**config.mk**
```make
export PLATFORM = sky130hd
export DESIGN_NAME = float_splitter
export DESIGN_NICKNAME = d
export VERILOG_FILES = /design/src/rtl/float_splitter.sv
export SDC_FILE = /design/constraint.sdc
export NUM_CORES = 1
export LEC_CHECK = 0
export ABC_AREA = 1
export CORE_UTILIZATION = 40
export DETAILED_ROUTE_END_ITERATION = 10
export HOLD_SLACK_MARGIN = 0.03
export PLACE_DENSITY = 0.63
export SLEW_MARGIN = 30
export SYNTH_ARGS = -nofsm -noshare
export SYNTH_HDL_FRONTEND = slang
export SYNTH_SLANG_ARGS = --single-unit
```
**constraint.sdc**
```tcl
create_clock -name Clock -period 4.1 [get_ports Clock]
set_clock_uncertainty 0.15 [all_clocks]
set_input_delay 0.41 -clock Clock [delete_from_list [all_inputs] [get_ports Clock]]
set_output_delay 0.41 -clock Clock [all_outputs]
set_load 0.02 [all_outputs]
```
**src/rtl/float_splitter.sv**
```systemverilog
// float_splitter: splits an IEEE 754 single x into floor integer part and
// fraction, x = IntOut + FracOut/2^FRACW, with saturation on overflow/Inf/NaN.
// Ports: Clock, Reset (async, active high), Start/Datain request,
//        Busy, DataOut_vld pulse, IntOut (signed), FracOut (Q0.FRACW), Sat.
module float_splitter #(
    parameter int BITWIDTH = 32,
    parameter int IWIDTH   = 8,
    parameter int FRACW    = 16
) (
    input  logic                Clock,
    input  logic                Reset,
    input  logic                Start,
    input  logic [BITWIDTH-1:0] Datain,
    output logic                Busy,
    output logic                DataOut_vld,
    output logic [IWIDTH-1:0]   IntOut,
    output logic [FRACW-1:0]    FracOut,
    output logic                Sat
);

    localparam int W  = IWIDTH + FRACW;
    // 24 guard bits below the fixed-point LSB catch every discarded
    // mantissa bit for the sticky OR.
    localparam int BW = W + 24;

    // |x| >= 2^(IWIDTH-1) once the biased exponent reaches this value.
    localparam logic [7:0] E_SAT  = 8'(126 + IWIDTH);
    // Below this exponent the whole mantissa lies under the LSB.
    localparam logic [7:0] E_TINY = 8'(127 - FRACW);
    // Shift that places mantissa bit 0 in the guard field.
    localparam logic [9:0] SH_OFF = 10'(126 - FRACW);

    typedef enum logic [1:0] {
        IDLE,
        ALIGN,
        FIXUP
    } state_t;

    state_t state, state_nxt;

    logic          sgn_r;
    logic [7:0]    exp_r;
    logic [22:0]   man_r;

    logic [W-1:0]  mag_r;
    logic          sticky_r;
    logic          sat_r;

    logic [9:0]    shamt;
    logic [BW-1:0] shifted;
    logic [W-1:0]  val;

    // State register
    always_ff @(posedge Clock or posedge Reset) begin
        if (Reset) begin
            state <= IDLE;
        end else begin
            state <= state_nxt;
        end
    end

    // Next-state logic
    always_comb begin
        state_nxt = state;
        unique case (state)
            IDLE:    if (Start) state_nxt = ALIGN;
            ALIGN:   state_nxt = FIXUP;
            FIXUP:   state_nxt = IDLE;
            default: state_nxt = IDLE;
        endcase
    end

    assign Busy = (state != IDLE);

    // Operand capture on the accepting edge
    always_ff @(posedge Clock or posedge Reset) begin
        if (Reset) begin
            sgn_r <= 1'b0;
            exp_r <= 8'd0;
            man_r <= 23'd0;
        end else if (state == IDLE && Start) begin
            sgn_r <= Datain[31];
            exp_r <= Datain[30:23];
            man_r <= Datain[22:0];
        end
    end

    // Barrel shift; only meaningful for E_TINY <= exp_r < E_SAT,
    // where shamt is always in 1..W-1.
    always_comb begin
        shamt   = {2'b00, exp_r} - SH_OFF;
        shifted = {{W{1'b0}}, 1'b1, man_r} << shamt;
    end

    // Alignment: magnitude, sticky and saturation flag
    always_ff @(posedge Clock or posedge Reset) begin
        if (Reset) begin
            mag_r    <= '0;
            sticky_r <= 1'b0;
            sat_r    <= 1'b0;
        end else if (state == ALIGN) begin
            sat_r <= (exp_r >= E_SAT);
            if (exp_r == 8'd0 || exp_r >= E_SAT) begin
                mag_r    <= '0;
                sticky_r <= 1'b0;
            end else if (exp_r < E_TINY) begin
                mag_r    <= '0;
                sticky_r <= 1'b1;
            end else begin
                mag_r    <= shifted[BW-1:24];
                sticky_r <= |shifted[23:0];
            end
        end
    end

    // Negative values round toward -inf: any lost bit bumps the
    // magnitude before negation.
    always_comb begin
        val = mag_r;
        if (sgn_r) begin
            val = '0 - (mag_r + {{(W-1){1'b0}}, sticky_r});
        end
    end

    // Result registers
    always_ff @(posedge Clock or posedge Reset) begin
        if (Reset) begin
            DataOut_vld <= 1'b0;
            IntOut      <= '0;
            FracOut     <= '0;
            Sat         <= 1'b0;
        end else begin
            DataOut_vld <= 1'b0;
            if (state == FIXUP) begin
                DataOut_vld <= 1'b1;
                Sat         <= sat_r;
                if (sat_r) begin
                    if (sgn_r) begin
                        IntOut  <= {1'b1, {(IWIDTH-1){1'b0}}};
                        FracOut <= '0;
                    end else begin
                        IntOut  <= {1'b0, {(IWIDTH-1){1'b1}}};
                        FracOut <= '1;
                    end
                end else begin
                    IntOut  <= val[W-1:FRACW];
                    FracOut <= val[FRACW-1:0];
                end
            end
        end
    end

endmodule

```
* Word level (Yosys, flattened, before mapping)
Index checks and enable logic that the tools add are counted.
Word-level totals: register bits 86, logic and storage cells 38, input port bits 35, output and inout bits 27
Cells by class: magnitude comparators 2, reduce and logical (&&, ||, !) cells 6, add/subtract/negate cells 3, shift-type cells 1, muxes and demuxes 12, eq/ne operators 3
Operators with widths (count):
- $mux W24 | 3
- $shl A24 B10 Y48 | 1
- $mux W16 | 2
- $add A24 B1 Y24 | 1
- $reduce_or A24 Y1 | 1
- $sub A1 B24 Y24 const A | 1
- $mux W8 | 2
- $sub A8 B7 Y9 const B | 1
- $ge A8 B8 Y1 const B | 1
- $logic_not A8 Y1 | 1
- $lt A8 B7 Y1 const B | 1
- $pmux W2 S2 | 1
- $mux W1 | 3
- $eq A2 B1 Y1 const B | 1
- $eq A2 B2 Y1 const B | 1
- $logic_not A2 Y1 | 1
- $mux W2 | 1
- $ne A2 B2 Y1 const B | 1
- $reduce_bool A2 Y1 | 1
- $logic_and A1 B1 Y1 | 1
- $logic_or A1 B1 Y1 | 1

* Logic depth before layout (Yosys ltp)
Gate-level depths: netlist of the first run.
depth after elaboration 5, gate-level depth with buffers 24

* Least setup slack after synthesis of the first run
OpenSTA, ideal clock, no wires.
kind reg-to-reg, start reg exp_r[2], end reg sticky_r, clock period less this slack 2.270 ns, data arrival time 2.003 ns, path slack 1.830 ns, library setup time 0.116 ns, path buffers 1, cell stages (with the launch flop) 25, data required time 3.834 ns, cells stage by stage dfrtp_1 -> ha_1 -> nand2_2 -> nand2_4 -> nand2_2 -> nand2_4 -> nand2_4 -> nor2_8 -> buf_12 -> nand2_2 -> nand2_2 -> nand2_2 -> nand2_1 -> nand3_2 -> nand2_1 -> nand2_1 -> nand2_1 -> nor2_1 -> nand3_1 -> nand2_1 -> nand2_1 -> nor2_1 -> nand2_1 -> nand2_1 -> nand2_1
On the way: word-level cells in the longest chain between the ends 5
Ends and longest elaborated chain:
- start: declaration | RTL line 42 | logic [7:0] exp_r;
- start signal: assignment | RTL line 83 | exp_r <= Datain[30:23];
- $sub A8 B7 Y9 | RTL line 91 | shamt = {2'b00, exp_r} - SH_OFF;
- $shl A24 B10 Y48 | RTL line 92 | shifted = {{W{1'b0}}, 1'b1, man_r} << shamt;
- $reduce_or A24 Y1 | RTL line 111 | sticky_r <= |shifted[23:0];
- $mux W1 | RTL line 106 | end else if (exp_r < E_TINY) begin
- $mux W1 * | RTL line 103 | if (exp_r == 8'd0 || exp_r >= E_SAT) begin
- end signal: assignment | RTL line 111
- end: declaration | RTL line 46 | logic sticky_r;
Every way passes the cells marked *; elsewhere a longest branch is shown, timed or not. A chain may end at the register's enable or synchronous reset.

* Worst setup path after layout of the first run
start reg exp_r[1], end reg sticky_r
The elaborated chain is that of the path after synthesis.

==> metrics.txt, run 1 <==
Final Max Slew Viols=0; Post-Syn Instances=between 1000 and 1500; Port Buffers=61; Area contributors post-synth=dfrtp_1 (32%), nand2_1 (18%), nand3_1 (9.2%); mean post-synth cell area=just under 7 um^2; RSZ-0062 raised after global routing=no; clock slew at reported path FFs=about 0.07 ns; leading area contributor after synthesis=dfrtp_1; share of cells above drive strength 1=0.06860; cell with the most instances after synthesis=nand2_1; vias=roughly 6800; CP max stage cell=clkinv_1; hold buffer count at cts=0; Die Y=roughly 130 um; Die Wd=about 130 um; Via density=roughly 5.4; DRT Pass-1 Iters=5; Area growth, synth to finish=15.04%; Setup TNS Final=0 ns; Cell Pwr Density=between 700 and 800 nW/um^2; H-tree depth=3; Die ar.=roughly 17000 um^2; mux cell area share after synthesis=0; Hold Slack=roughly 0.26 ns; vias in the first global route=roughly 6400; first-pass GRT wire length=about 33 mm; clk_lat worst skew=0.36 ns; # DRC=0; count of unique library cells instantiated by Yosys=between 40 and 50; gr ovfl total=0; CP cell instances=buf_4, inv_4, nor2_2, nand2_1, nand2_1, buf_4, clkinv_1, nand4_1, nand2_1, nor2_1, nand3_1, nor2_1, nand3_1, nand2_1, nand2_1, nand2_1, nand2_1; Synth Area in XOR/XNOR=0.02199; worst slew pin tran=roughly 0.91 ns; cell mode on critical path=nand2_1; Post-Syn Nets=~1100; Synth top area share=0.3179; Slew headroom=0.3903; Resized cells post-CTS=0; WP buf/inv=4; Post-Syn Area=~6800 um^2; Synth Register Bits=between 80 and 90; Critical Path Source Type=flop; leak pwr=approximately 0.0038 uW; slowest stage delay, CP=~0.60 ns; crit path time final=3.248 ns; fmax=a little over 300 MHz; post-synthesis sequential area ratio=0.3179; Final Hold Fails=0; Routed Wire Length=around 19 mm; Crit path required time=between 4 and 5 ns; Avg WL per Cell=between 15 and 20 um; post-route cell area=approximately 7800 um^2; Ports=62; nets=between 1000 and 1500; Placeable Area=16580 um^2; Post-Synth Simple-Gate Area=0.3794; diode count=0; CP Class=reg -> reg; Rows=47; largest net degree at the start of global routing=40; top_reg_cell synth=dfrtp_1; DP Area=about 7500 um^2; initial DRC count=between 400 and 500; post-synthesis adder-cell area fraction=0.04805; ANT nets after route=0; run status=finished clean; critical path peak fanout=36; Final setup violation count=0; total CTS buffers=9; clock sinks=86; Post-Place Worst Slack=about 0.90 ns; Post-synth EDFFs=0; GP Congestion=between 1 and 1.5; Initial Utilization=0.4083; # Post-CTS Setup Buffers=0; Root Driver=clkbuf_16; largest family of logic cells by synthesized area=simple AND/OR/NAND/NOR gates; Arr. time, crit path=3.35 ns; VDD IR max=between 0.2 and 0.3 mV; CP top delay family=buffers and inverters; Post-synth top cells=nand2_1 (324), nand3_1 (125), dfrtp_1 (86); clock buffer depth=2; DP HPWL=between 10 and 15 mm; CTS tree=done; GR Util All Layers=0.2326; Tcrit/Tclk final=0.7922; max-cap check violation count=0; Yosys warnings=0; Critical Path End Type=flop; asr flop ratio synth=1.000; initial antenna violation count=1; Final WS setup=0.8520 ns; Hold WC Path Type=in -> async; complex-gate fraction of the synthesized area=0.1475
[state kept, by name, summed over array words and instances (netlist names), 2 cells and up]
| name | count |
|---|---|
| mag_r | 24 |
| man_r | 23 |
| FracOut | 16 |
| IntOut | 8 |
| exp_r | 8 |
| state | 2 |
[report_power, final]
group          switching [uW]  internal (uW)
Sequential                218           1090
Combinational            2340           1290
Clock                     389            481
Total                    2950           2860
[kinds of logic after synthesis]
group | after synthesis
flops | 86
xor+xnor | 17
fa+ha+maj | 26
simple gates | 564
compound gates | 172
buf+inv | 136
[layer usage]
metal,vias up,routed length (um),track usage
met5,-,8,0
met3,39,791,0.03691
li1,3435,-,-
met4,2,501,0.08398
met1,3167,8939,0.3056
met2,178,9131,0.3859
[path summary, 6_finish.rpt]
kind | start | endpoint | slack (ns) | cells after the start
min in group Clock | FracOut[8] | FracOut[8] | 0.33 | 2
worst min-delay path | Reset | exp_r[5] | 0.26 | 2
worst max-delay path | exp_r[1] | sticky_r | 0.85 | 17
worst max register to register | exp_r[1] | sticky_r | 0.85 | 17
max in group asynchronous | Reset | IntOut[4] | 2.74 | 3
worst min register to register | FracOut[8] | FracOut[8] | 0.33 | 2
[placed cells by master, fill, tap and decap left out, types with 4 or more instances in the layout]
master           count
buf_4               12
o221ai_1             7
nand2_1            324
dfrtp_1             86
nand2_4              5
o22ai_1              8
a21oi_1             35
xnor2_1              5
nand3_1            125
o211ai_1            19
inv_6                4
ha_1                26
o21ai_0             77
clkbuf_16            9
nor2_1              45
inv_1               71
nand4_1             30
clkdlybuf4s50_1     61
xor2_1              11
o2111ai_1            5
nand3_2             14
inv_2                7
nand2_2              7
a31oi_1             10
[layout make-up]
class	count	area [um^2]
Fill cell	1750	8795
Clock buffer	9	225.2
Tap cell	220	275.3
Clock inverter	7	78.83
Inverter	81	307.8
Multi-Input combinational cell	779	4049
Timing Repair Buffer	73	700.7
Sequential cell	86	2152
[metrics by stage]
stage	cells	utilization	total power (uW)
floorplan	1001	-	3961
global placement	1239	0.4513	4890
detailed placement	1239	0.4513	4904
CTS	1255	0.4697	5789
global route	1255	0.4697	6330
finish	1255	0.4697	5805
(Power assumes the default switching activity.)
==> run 2: changes to the inputs <==
Settings changed: PLACE_DENSITY 0.63 to 0.65.
Clock period 4.1 ns to 2.9 ns, I/O delays scaled along.
==> run 2 against run 1 <==
Cell count increased by 1.2%. Non-clock buffer count increased by 14. Utilization increased by 1.1 points. Clock power increased by 43%. Critical path type unchanged.
==> metrics.txt, run 2 (synthesis results as in run 1) <==
run status=finished clean; Fill cells=~1700; GR Util All Layers=0.2302; initial antenna violation count=0; clk_lat worst skew=approximately 0.36 ns; fmax=around 360 MHz; Via density=5.410; Final setup violation count=0; Clk network pwr share=0.147; share of cells above drive strength 1=0.08476; Sequential Power Share=0.213; Die ar.=between 15000 and 20000 um^2; routed wl met2=~9 mm; # DRC=0; most common cell after layout, fill and taps aside=nand2_1; vias=roughly 6900; clock sinks=86; CP Class=reg -> reg; most frequent cells in the layout=nand2_1 (324), nand3_1 (125), dfrtp_1 (85), o21ai_0 (75), inv_1 (72); Root Driver=clkbuf_16; Most flops, register=mag_r; diode count=0; Arr. time, crit path=~2.8 ns; Die Wd=about 130 um; nets=roughly 1100; Hold Slack=a little under 0.2 ns; Critical Path End Type=flop; Psw=between 4000 and 5000 uW; Cell Pwr Density=around 1100 nW/um^2; RSZ-0062 raised after global routing=yes; Tcrit/Tclk final=0.9460; Initial Utilization=0.4083; max-cap check violation count=0; Critical Path Source=exp_r[2]; max reg flops=24; largest net degree at the start of global routing=87; cell internal pwr=4223 uW; reg2reg setup slack=0.16 ns; leak pwr=about 0.0039 uW; Gate power share=0.640; Routed Wire Length=between 15 and 20 mm; clock buffer depth=2; Placeable Area=about 17000 um^2; Rows=47; DRT Pass-1 Iters=8; Die Y=roughly 130 um; VDD IR max=between 0.4 and 0.5 mV; Sw Share=0.4988; ANT nets after route=0; H-tree depth=3; Critical Path Source Type=flop; clock slew at reported path FFs=0.07 ns; DP HPWL=about 14 mm; Area growth, synth to finish=17.76%; Avg WL per Cell=between 15 and 20 um; M1 wire length=~8.6 mm; vias in the first global route=between 6000 and 7000; Slew headroom=0.5228; Ports=slightly above 60; total CTS buffers=9; Final Max Slew Viols=0; WL met3=slightly above 800 um; Max Used Layer=met4; Final Hold Fails=0; Final WS setup=~0.16 ns; initial DRC count=~560; critical path peak fanout=15; Hold WC Path Type=in -> async; worst r2r path cells=15; Post-Place Worst Slack=~0.094 ns; Core Util, Final=0.4808; worst slew pin tran=~0.72 ns; Reg-to-Reg Start=exp_r[2]; Largest regs=mag_r (24), man_r (23), FracOut (16); crit path time final=about 2.7 ns; gr ovfl total=0; first-pass GRT wire length=between 30 and 40 mm; CTS tree=done; Port Buffers=61; Critical Path Sink=mag_r[3]; worst r2r dst=mag_r[3]; GP Congestion=a little over 1; Crit path required time=just under 3 ns
[run 2: changes by cell type in the layout (fill, tap and decap cells not counted), moves of 2 or more]
cell,change
o21ai_0,-2
buf_12,+2
o21ai_1,+2
buf_4,+11
clkinv_4,+2
inv_6,-3
clkbuf_8,+2
[run 2: worst min-delay path by stage]
stage / end / from / slack [ns] / cells after the start
detailed placement: IntOut[7] / IntOut[7] / 0.31 / 2
global route: FracOut[6] / Reset / 0.27 / 3
floorplan: exp_r[5] / Datain[28] / 0.25 / 2
finish: FracOut[7] / Reset / 0.20 / 3
global placement: FracOut[11] / FracOut[11] / 0.31 / 2
CTS: FracOut[4] / Reset / 0.22 / 3
[run 2: layer usage]
metal  track usage  vias up
met3       0.03768       35
met4       0.08786        0
met1        0.2985     3177
li1              -     3467
met5             0        -
met2        0.3839      192
[run 2: power by group through the flow]
stage | Sequential [uW] | Clock [uW] | Combinational, uW
final | 1800 | 1240 | 5390
after global routing | 1840 | 1320 | 6010
after CTS | 1800 | 1270 | 5280
after detailed placement | 1820 | 0 | 5250
after global placement | 1810 | 0 | 5260
after floorplan | 1950 | 0 | 3650
[run 2: per-stage QoR]
stage          total power [uW]   TNS, ns  cells  instance area [um^2]
3_3_place_gp               7076         0   1250                  7592
3_5_place_dp               7070         0   1250                  7592
4_1_cts                    8342         0   1266                  7910
6_report                   8426         0   1270                  7973
5_1_grt                    9175  -0.01785   1270                  7973
2_1_floorplan              5600         0   1001                  6770
[run 2: layout make-up]
cell class / instances / area [um^2] / area share
repair buffers: 87 / 838.3 / 0.1051
flip-flops and latches: 86 / 2153 / 0.2701
multi-input cells: 780 / 4080 / 0.5118
inverters: 81 / 307.8 / 0.03861
clock buffers: 11 / 252.7 / 0.03170
well taps: 220 / 275.3 / 0.03453
clock inverters: 5 / 65.06 / 0.008161
[run 2: worst max-delay path, cell delays in order (launching register included)]
cell and delay [ns]:
dfrtp_1 0.42, ha_2 0.21, nand2_2 0.09, nand2_4 0.07, nand2_2 0.11, nand2_8 0.10
nand2_4 0.13, nor2_4 0.05, buf_4 0.17, nand2_1 0.08, nand2_1 0.05, o21ai_1 0.13
or2_0 0.18, nor2_1 0.05, a31oi_1 0.42, o221ai_1 0.18
[run 2: what timing repair did]
| action | CTS | global route |
|---|---|---|
| gates resized for setup | 0 | 9 |
| endpoints found under the setup margin | 0 | 13 |
| setup buffers | 0 | 3 |
| hold buffers | 0 | 0 |
| hold endpoints to repair | 0 | 0 |
